`src/rtl/regfile_sb_pkg.sv`:
```
// Shared constants and state encoding for the scoreboarded register file.
package regfile_sb_pkg;
  localparam int DATA_W_DEF = 32;
  localparam int ADDR_W_DEF = 5;
  localparam logic RST_ACT = 1'b0;

  typedef enum logic {
    ST_INIT  = 1'b0,
    ST_READY = 1'b1
  } state_e;
endpackage

```
`src/rtl/regfile_sb_scoreboard.sv`:
```
// Pending-write scoreboard: one busy bit per register, set on issue, cleared on writeback.
module regfile_sb_scoreboard
  import regfile_sb_pkg::*;
#(
  parameter int ADDR_W = ADDR_W_DEF,
  parameter int NUM_RD = 2
) (
  input  logic                     clk,
  input  logic                     rst,
  input  logic                     set_vld,
  input  logic [ADDR_W-1:0]        set_addr,
  input  logic                     clr0,
  input  logic [ADDR_W-1:0]        clr0_addr,
  input  logic                     clr1,
  input  logic [ADDR_W-1:0]        clr1_addr,
  input  logic [NUM_RD*ADDR_W-1:0] look_addr,
  output logic [NUM_RD-1:0]        look_busy
);
  localparam int DEPTH = 2**ADDR_W;

  logic [DEPTH-1:0] busy_q, busy_d;

  // A new producer supersedes the one writing back, so set wins over clear.
  always_comb begin
    busy_d = busy_q;
    for (int k = 1; k < DEPTH; k++) begin
      if (set_vld && set_addr == ADDR_W'(k))
        busy_d[k] = 1'b1;
      else if ((clr0 && clr0_addr == ADDR_W'(k)) || (clr1 && clr1_addr == ADDR_W'(k)))
        busy_d[k] = 1'b0;
    end
    busy_d[0] = 1'b0;
  end

  always_ff @(posedge clk) begin
    if (rst == RST_ACT) busy_q <= '0;
    else                busy_q <= busy_d;
  end

  always_comb begin
    look_busy = '0;
    for (int i = 0; i < NUM_RD; i++)
      look_busy[i] = busy_q[look_addr[i*ADDR_W +: ADDR_W]];
  end
endmodule

```
`src/rtl/regfile_sb.sv`:
```
// Integer register file: two writeback ports, forwarding reads, busy scoreboard,
// and a post-reset zero sweep of the array.
module regfile_sb
  import regfile_sb_pkg::*;
#(
  parameter int DATA_W = DATA_W_DEF,
  parameter int ADDR_W = ADDR_W_DEF,
  parameter int NUM_RD = 2
) (
  input  logic                     clk,
  input  logic                     rst,
  input  logic                     we0,
  input  logic [ADDR_W-1:0]        waddr0,
  input  logic [DATA_W-1:0]        wdata0,
  input  logic                     we1,
  input  logic [ADDR_W-1:0]        waddr1,
  input  logic [DATA_W-1:0]        wdata1,
  input  logic [NUM_RD-1:0]        re,
  input  logic [NUM_RD*ADDR_W-1:0] raddr,
  output logic [NUM_RD*DATA_W-1:0] rdata,
  output logic [NUM_RD-1:0]        rbusy,
  input  logic                     iss_valid,
  input  logic [ADDR_W-1:0]        iss_addr,
  output logic                     init_done
);
  localparam int DEPTH = 2**ADDR_W;

  state_e              state_q, state_d;
  logic [ADDR_W-1:0]   cnt_q, cnt_d;
  logic [DATA_W-1:0]   regs_q [DEPTH];
  logic [DATA_W-1:0]   regs_d [DEPTH];
  logic                ready, out_en, w0, w1;
  logic [NUM_RD-1:0]   sb_busy;
  logic [ADDR_W-1:0]   ra [NUM_RD];

  assign ready     = (state_q == ST_READY);
  assign init_done = ready;
  assign out_en    = (rst != RST_ACT) && ready;
  // x0 is never written, so writes to it are dropped here along with INIT-time writes.
  assign w0        = ready && we0 && (waddr0 != '0);
  assign w1        = ready && we1 && (waddr1 != '0);

  always_comb begin
    state_d = state_q;
    cnt_d   = cnt_q;
    regs_d  = regs_q;
    case (state_q)
      ST_INIT: begin
        regs_d[cnt_q] = '0;
        cnt_d         = cnt_q + 1'b1;
        if (cnt_q == ADDR_W'(DEPTH-1)) state_d = ST_READY;
      end
      ST_READY: begin
        if (w0) regs_d[waddr0] = wdata0;
        if (w1) regs_d[waddr1] = wdata1;
      end
      default: state_d = ST_INIT;
    endcase
  end

  always_ff @(posedge clk) begin
    if (rst == RST_ACT) begin
      state_q <= ST_INIT;
      cnt_q   <= '0;
    end else begin
      state_q <= state_d;
      cnt_q   <= cnt_d;
    end
  end

  // Array contents are untrusted across reset; the sweep rewrites them.
  always_ff @(posedge clk) begin
    if (rst != RST_ACT) regs_q <= regs_d;
  end

  regfile_sb_scoreboard #(.ADDR_W(ADDR_W), .NUM_RD(NUM_RD)) u_sb (
    .clk       (clk),
    .rst       (rst),
    .set_vld   (ready && iss_valid),
    .set_addr  (iss_addr),
    .clr0      (w0),
    .clr0_addr (waddr0),
    .clr1      (w1),
    .clr1_addr (waddr1),
    .look_addr (raddr),
    .look_busy (sb_busy)
  );

  for (genvar g = 0; g < NUM_RD; g++) begin : g_ra
    assign ra[g] = raddr[g*ADDR_W +: ADDR_W];
  end

  always_comb begin
    rdata = '0;
    rbusy = '0;
    for (int i = 0; i < NUM_RD; i++) begin
      if (out_en && re[i] && ra[i] != '0) begin
        if (w1 && waddr1 == ra[i])      rdata[i*DATA_W +: DATA_W] = wdata1;
        else if (w0 && waddr0 == ra[i]) rdata[i*DATA_W +: DATA_W] = wdata0;
        else                            rdata[i*DATA_W +: DATA_W] = regs_q[ra[i]];
        // A value being forwarded this cycle is by definition not outstanding.
        rbusy[i] = sb_busy[i] && !((w0 && waddr0 == ra[i]) || (w1 && waddr1 == ra[i]));
      end
    end
  end
endmodule

```
`config.mk`:
```
export PLATFORM = sky130hd
export DESIGN_NAME = regfile_sb
export DESIGN_NICKNAME = d
export VERILOG_FILES = /design/src/rtl/regfile_sb_pkg.sv /design/src/rtl/regfile_sb_scoreboard.sv /design/src/rtl/regfile_sb.sv
export SDC_FILE = /design/constraint.sdc
export NUM_CORES = 2
export LEC_CHECK = 0
export ABC_AREA = 0
export CORE_UTILIZATION = 35
export CTS_CLUSTER_DIAMETER = 50
export DETAILED_ROUTE_END_ITERATION = 10
export MAX_ROUTING_LAYER = met4
export PLACE_DENSITY_LB_ADDON = 0.2
export SYNTH_ARGS = -nofsm -noshare
export SYNTH_HDL_FRONTEND = slang
export SYNTH_HIERARCHICAL = 1
export SYNTH_SLANG_ARGS = --single-unit
```
`constraint.sdc`:
```
create_clock -name clk -period 5.6 [get_ports clk]
set_input_delay 1.68 -clock clk [delete_from_list [all_inputs] [get_ports clk]]
set_output_delay 1.68 -clock clk [all_outputs]
set_load 0.1 [all_outputs]
```
==> out/metrics.json <==
{
  "critical_path.reg2reg.endpoint": {"value": "regs_q[642]$_DFFE_PP_"},
  "grt_max_degree": {"value": 158},
  "grt_antenna_before_repair": {"value": 27},
  "number_of_buffers_between_clock_root_and_the_deepest_sink": {"value": 3},
  "setup.worst_path.start_class": {"value": "input port"},
  "drive_gt1_share": {"value": 23.6, "unit": "%"},
  "critPathMostFrequentCell": {"value": "sky130_fd_sc_hd__buf_12"},
  "path_clk_slew": {"value": 0.04, "unit": "ns"},
  "placed_cell_area": {"value": 92200, "unit": "um2"},
  "drt-initial-drc-count": {"value": 13100},
  "comb_power_share": {"value": 16.8, "unit": "%"},
  "yosys.area_share.adder": {"value": 0.0776, "unit": "%"},
  "failed_checks": {"value": "negative setup slack"},
  "detailedRoute.firstPassIterationCount": {"value": 9},
  "effective_utilization_at_floorplan": {"value": 35.3, "unit": "%"},
  "tritoncts": {"value": "done"},
  "finalNonFillerCells": {"value": 11600},
  "net-switching-power": {"value": 7520, "unit": "uW"},
  "design.portCount": {"value": 163},
  "mean_routed_wirelength_per_cell": {"value": 37.2, "unit": "um"},
  "worst_hold_startpoint": {"value": "u_sb/busy_q[5]$_SDFFE_PN0P_"},
  "postSynth.topFlopCell": {"value": "sky130_fd_sc_hd__edfxtp_1"},
  "power_frac_clock": {"value": 44.8, "unit": "%"},
  "worst_ep_required_time": {"value": 3.92, "unit": "ns"},
  "slew_headroom": {"value": 11.0, "unit": "%"},
  "floorplan.die_area": {"value": 232000, "unit": "um2"},
  "synth-warning-count": {"value": 6},
  "finalSetupViolCount": {"value": 40},
  "synth_compound_area_share": {"value": 22.4, "unit": "%"},
  "post_synthesis_mux_area_share": {"value": 22.6, "unit": "%"},
  "h_tree_levels": {"value": 4},
  "row_count": {"value": 175},
  "sw_frac_of_total": {"value": 29.5, "unit": "%"},
  "ratio_of_routed_vias_to_standard_cells": {"value": 6.82},
  "die_width": {"value": 482, "unit": "um"},
  "slew_viol_final": {"value": 0},
  "global_route.usage.total": {"value": 36.5, "unit": "%"},
  "achievable-frequency": {"value": 173, "unit": "MHz"},
  "timing.critical_path.fanout_max": {"value": 8},
  "timing.critical_path.depth": {"value": 14},
  "worstSetupEndpointType": {"value": "output pin"},
  "post_synth_xor_area_fraction": {"value": 0.250, "unit": "%"},
  "family_with_the_most_delay_on_the_worst_path": {"value": "buffers and inverters"},
  "run_status": {"value": "finished with violations"},
  "first_global_vias": {"value": 72200},
  "fin_worst_skew": {"value": 0.0426, "unit": "ns"},
  "drt_wl_total": {"value": 431000, "unit": "um"},
  "part_of_the_yosys_area_used_for_sequential_elements": {"value": 39.1, "unit": "%"},
  "cap_violations": {"value": 0},
  "timing.critical_path.slowest_stage_cell": {"value": "sky130_fd_sc_hd__or4_4"},
  "depth_of_the_worst_register_to_register_path": {"value": 6},
  "vias": {"value": 78900},
  "placement.io_buffers": {"value": 162},
  "criticalPathCategory": {"value": "input port to output pin"},
  "timing.final.ws_setup": {"value": -0.180, "unit": "ns"},
  "cts_root_buf": {"value": "sky130_fd_sc_hd__clkbuf_16"},
  "worst_r2r_startpoint": {"value": "cnt_q[0]$_SDFFE_PN0N_"},
  "ff2ff_setup_slack": {"value": 1.93, "unit": "ns"},
  "layout_min_cycle_time": {"value": 5.78, "unit": "ns"},
  "synth_top_family_by_area": {"value": "multiplexers"},
  "gp_routability_congestion": {"value": 0.971},
  "hpwl": {"value": 271000, "unit": "um"},
  "cp_cell_sequence": {"value": "buf_16 > buf_12 > buf_16 > buf_12 > or4_4 > o2111ai_4 > buf_6 > nor3_4 > buf_6 > buf_16 > buf_12 > nand2_4 > o21ai_4 > buf_12"},
  "numPlacedInstances": {"value": 11100},
  "area_growth": {"value": 27.9, "unit": "%"},
  "drcViolationCount": {"value": 0},
  "synth-seq-cells": {"value": 1061},
  "fp.dieH": {"value": 482, "unit": "um"},
  "crit_path_max_incr_delay": {"value": 0.49, "unit": "ns"},
  "grt_overflow": {"value": 0},
  "worst_vdd_ir": {"value": 0.312, "unit": "mV"},
  "numCtsBuffers": {"value": 171},
  "summed_instance_area_of_the_synthesized_netlist": {"value": 80600, "unit": "um2"},
  "mappedNetlistNets": {"value": 8175},
  "final_hold_viol_count": {"value": 0},
  "grt_setup_unrepaired": {"value": "yes"},
  "grt_first_pass_wirelength": {"value": 586000, "unit": "um"},
  "fraction_of_the_cycle_the_final_worst_path_needs": {"value": 103, "unit": "%"},
  "seqPwrFrac": {"value": 38.4, "unit": "%"},
  "syn-mean-instance-area": {"value": 9.98, "unit": "um2"},
  "worstMarginPinSlew": {"value": 1.33, "unit": "ns"},
  "syn_inst": {"value": 8074},
  "fin_nets": {"value": 8503},
  "ant_nets": {"value": 0},
  "post_cts_hold_buffer_count": {"value": 0},
  "netlist-cell-type-count": {"value": 87},
  "powerDensity": {"value": 248, "unit": "nW/um2"},
  "min_delay_worst_endpoint": {"value": "u_sb/busy_q[5]$_SDFFE_PN0P_"},
  "postSynth.asyncResetShare": {"value": 0, "unit": "%"},
  "worstHoldPathType": {"value": "flip-flop to flip-flop"},
  "critical_path_buf_inv_count": {"value": 9},
  "post_synth_and_or_nand_nor_area_fraction": {"value": 10.3, "unit": "%"},
  "fin_worst_hold_slack": {"value": 0.553, "unit": "ns"},
  "clock_sinks": {"value": 1061},
  "power.static_leakage": {"value": 0.0390, "unit": "uW"},
  "worst_hold_path.num_cells": {"value": 2},
  "worst_skew_late_latency": {"value": 0.87, "unit": "ns"},
  "floorplan.core_area": {"value": 228000, "unit": "um2"},
  "synth_enable_flop_cells": {"value": 1024},
  "data_arrival_time_at_the_worst_slack_endpoint": {"value": 4.10, "unit": "ns"},
  "p_int": {"value": 18000, "unit": "uW"},
  "post-route-cell-area": {"value": 103000, "unit": "um2"}
}
==> power by group through the flow <==
stage                     logic [uW]  clock network, uW  registers, uW
after detailed placement        3720                  0           9900
after floorplan                 2070                  0           9720
after CTS                       4040              11400           9750
final                           4290              11400           9790
after global routing            4400              11700           9830
after global placement          3670                  0           9880
==> metal layers <==
metal	part of all wire, %	track usage [%]	wire [um]	vias up
li1	-	-	-	32200
met1	38	46.2	164000	39000
met2	43	52.8	185000	6315
met3	12	8.01	49600	1391
met4	7.4	22.6	31700	0
met5	0	-	0	-
==> final cells by class <==
class | count | area, um2
antenna | 23 | 57.6
clock buffer | 197 | 4430
clock inverter | 114 | 1470
fill | 21100 | 125000
inverter | 16 | 60.1
multi-input combinational | 6011 | 48700
sequential | 1061 | 31500
tap | 3009 | 3760
timing repair buffer | 1141 | 13100
==> worst max path at each step <==
stage,to,from
2_1_floorplan,rdata[63],raddr[7]
3_3_place_gp,rdata[39],raddr[8]
3_5_place_dp,rdata[39],raddr[8]
4_1_cts,rdata[46],raddr[7]
5_1_grt,rdata[37],raddr[6]
6_report,rdata[42],raddr[7]
==> logic make-up after synthesis <==
| logic type | count (synthesis) |
|---|---|
| AND/OR/NAND/NOR | 1732 |
| AO/OA/AOI/OAI | 2548 |
| buffers and inverters | 1002 |
| multiplexers | 1703 |
| XOR/XNOR | 23 |
| flip-flops | 1061 |
| adder cells (fa/ha/maj) | 5 |
==> sequential cells by signal, indices dropped and copies added, names as in the netlist <==
signal and count:
regs_q 1024, cnt_q 5, init_done 1, u_sb/busy_q 31
==> worst register-to-register path, cell delays in order, from the launching register on <==
cell,delay (ns)
sky130_fd_sc_hd__dfxtp_1,0.42
sky130_fd_sc_hd__ha_1,0.49
sky130_fd_sc_hd__nor2b_1,0.77
sky130_fd_sc_hd__a21oi_1,0.51
sky130_fd_sc_hd__a31o_1,0.52
sky130_fd_sc_hd__buf_4,0.31
sky130_fd_sc_hd__a221o_1,0.39
==> cells in the final DEF, fill, tap and decap left out, types with 35 or more instances in the layout <==
master / netlist / layout
sky130_fd_sc_hd__a21oi_1: 366 / 351
sky130_fd_sc_hd__dfxtp_1: 37 / 35
sky130_fd_sc_hd__mux2_2: 63 / 63
sky130_fd_sc_hd__nor4_4: 2 / 43
sky130_fd_sc_hd__buf_4: 50 / 683
sky130_fd_sc_hd__nand2_1: 614 / 589
sky130_fd_sc_hd__o21ai_1: 326 / 301
sky130_fd_sc_hd__buf_12: 0 / 254
sky130_fd_sc_hd__clkbuf_16: 0 / 184
sky130_fd_sc_hd__nand3_1: 57 / 44
sky130_fd_sc_hd__buf_6: 14 / 48
sky130_fd_sc_hd__nor2b_1: 130 / 125
sky130_fd_sc_hd__o21ai_4: 0 / 38
sky130_fd_sc_hd__mux4_2: 83 / 83
sky130_fd_sc_hd__nor2_1: 556 / 546
sky130_fd_sc_hd__and3_1: 56 / 55
sky130_fd_sc_hd__mux2i_1: 1555 / 1526
sky130_fd_sc_hd__buf_2: 194 / 47
sky130_fd_sc_hd__a22o_1: 815 / 815
sky130_fd_sc_hd__edfxtp_1: 1024 / 1024
sky130_fd_sc_hd__buf_16: 0 / 38
sky130_fd_sc_hd__o21ai_0: 249 / 210
sky130_fd_sc_hd__o22ai_1: 279 / 240
sky130_fd_sc_hd__a221o_1: 203 / 203
sky130_fd_sc_hd__a22oi_1: 83 / 83
==> through the flow <==
| step | setup slack (ns) | total power (uW) | utilization, % | TNS [ns] |
|---|---|---|---|---|
| finish | -0.180 | 25500 | 45.2 | -4.11 |
| global route | -0.194 | 25900 | 45.2 | -4.11 |
| CTS | -0.109 | 25200 | 44.6 | -1.94 |
| detailed placement | -1.19 | 13600 | 40.4 | -40.87 |
| global placement | -1.15 | 13600 | 40.4 | -41.32 |
| floorplan | -0.472 | 11800 | - | -0.472 |
==> synthesized netlist by cell type, types with 50 or more instances <==
cell type,instances,area [um2]
sky130_fd_sc_hd__a22o_1,815,7140
sky130_fd_sc_hd__edfxtp_1,1024,30700
sky130_fd_sc_hd__o22ai_1,279,1750
sky130_fd_sc_hd__nand2_1,614,2300
sky130_fd_sc_hd__o21ai_0,249,1250
sky130_fd_sc_hd__a21oi_1,366,1830
sky130_fd_sc_hd__a221o_1,203,2030
sky130_fd_sc_hd__mux2_2,63,709
sky130_fd_sc_hd__nor2b_1,130,813
sky130_fd_sc_hd__buf_2,194,971
sky130_fd_sc_hd__nor2_1,556,2090
sky130_fd_sc_hd__and3_1,56,350
sky130_fd_sc_hd__mux2i_1,1555,15600
sky130_fd_sc_hd__buf_4,50,375
sky130_fd_sc_hd__mux4_2,83,1870
sky130_fd_sc_hd__a22oi_1,83,623
sky130_fd_sc_hd__nand3_1,57,285
sky130_fd_sc_hd__nor4_1,63,394
sky130_fd_sc_hd__clkbuf_1,678,2540
sky130_fd_sc_hd__o21ai_1,326,1630
==> timing repair <==
action,in CTS,in global routing
endpoints found under the setup margin,66,64
gates cloned,29,11
setup buffers,87,48
resized for setup,491,173
hold endpoints to repair,0,0
pin swaps,96,79
(Power assumes the default switching activity.)
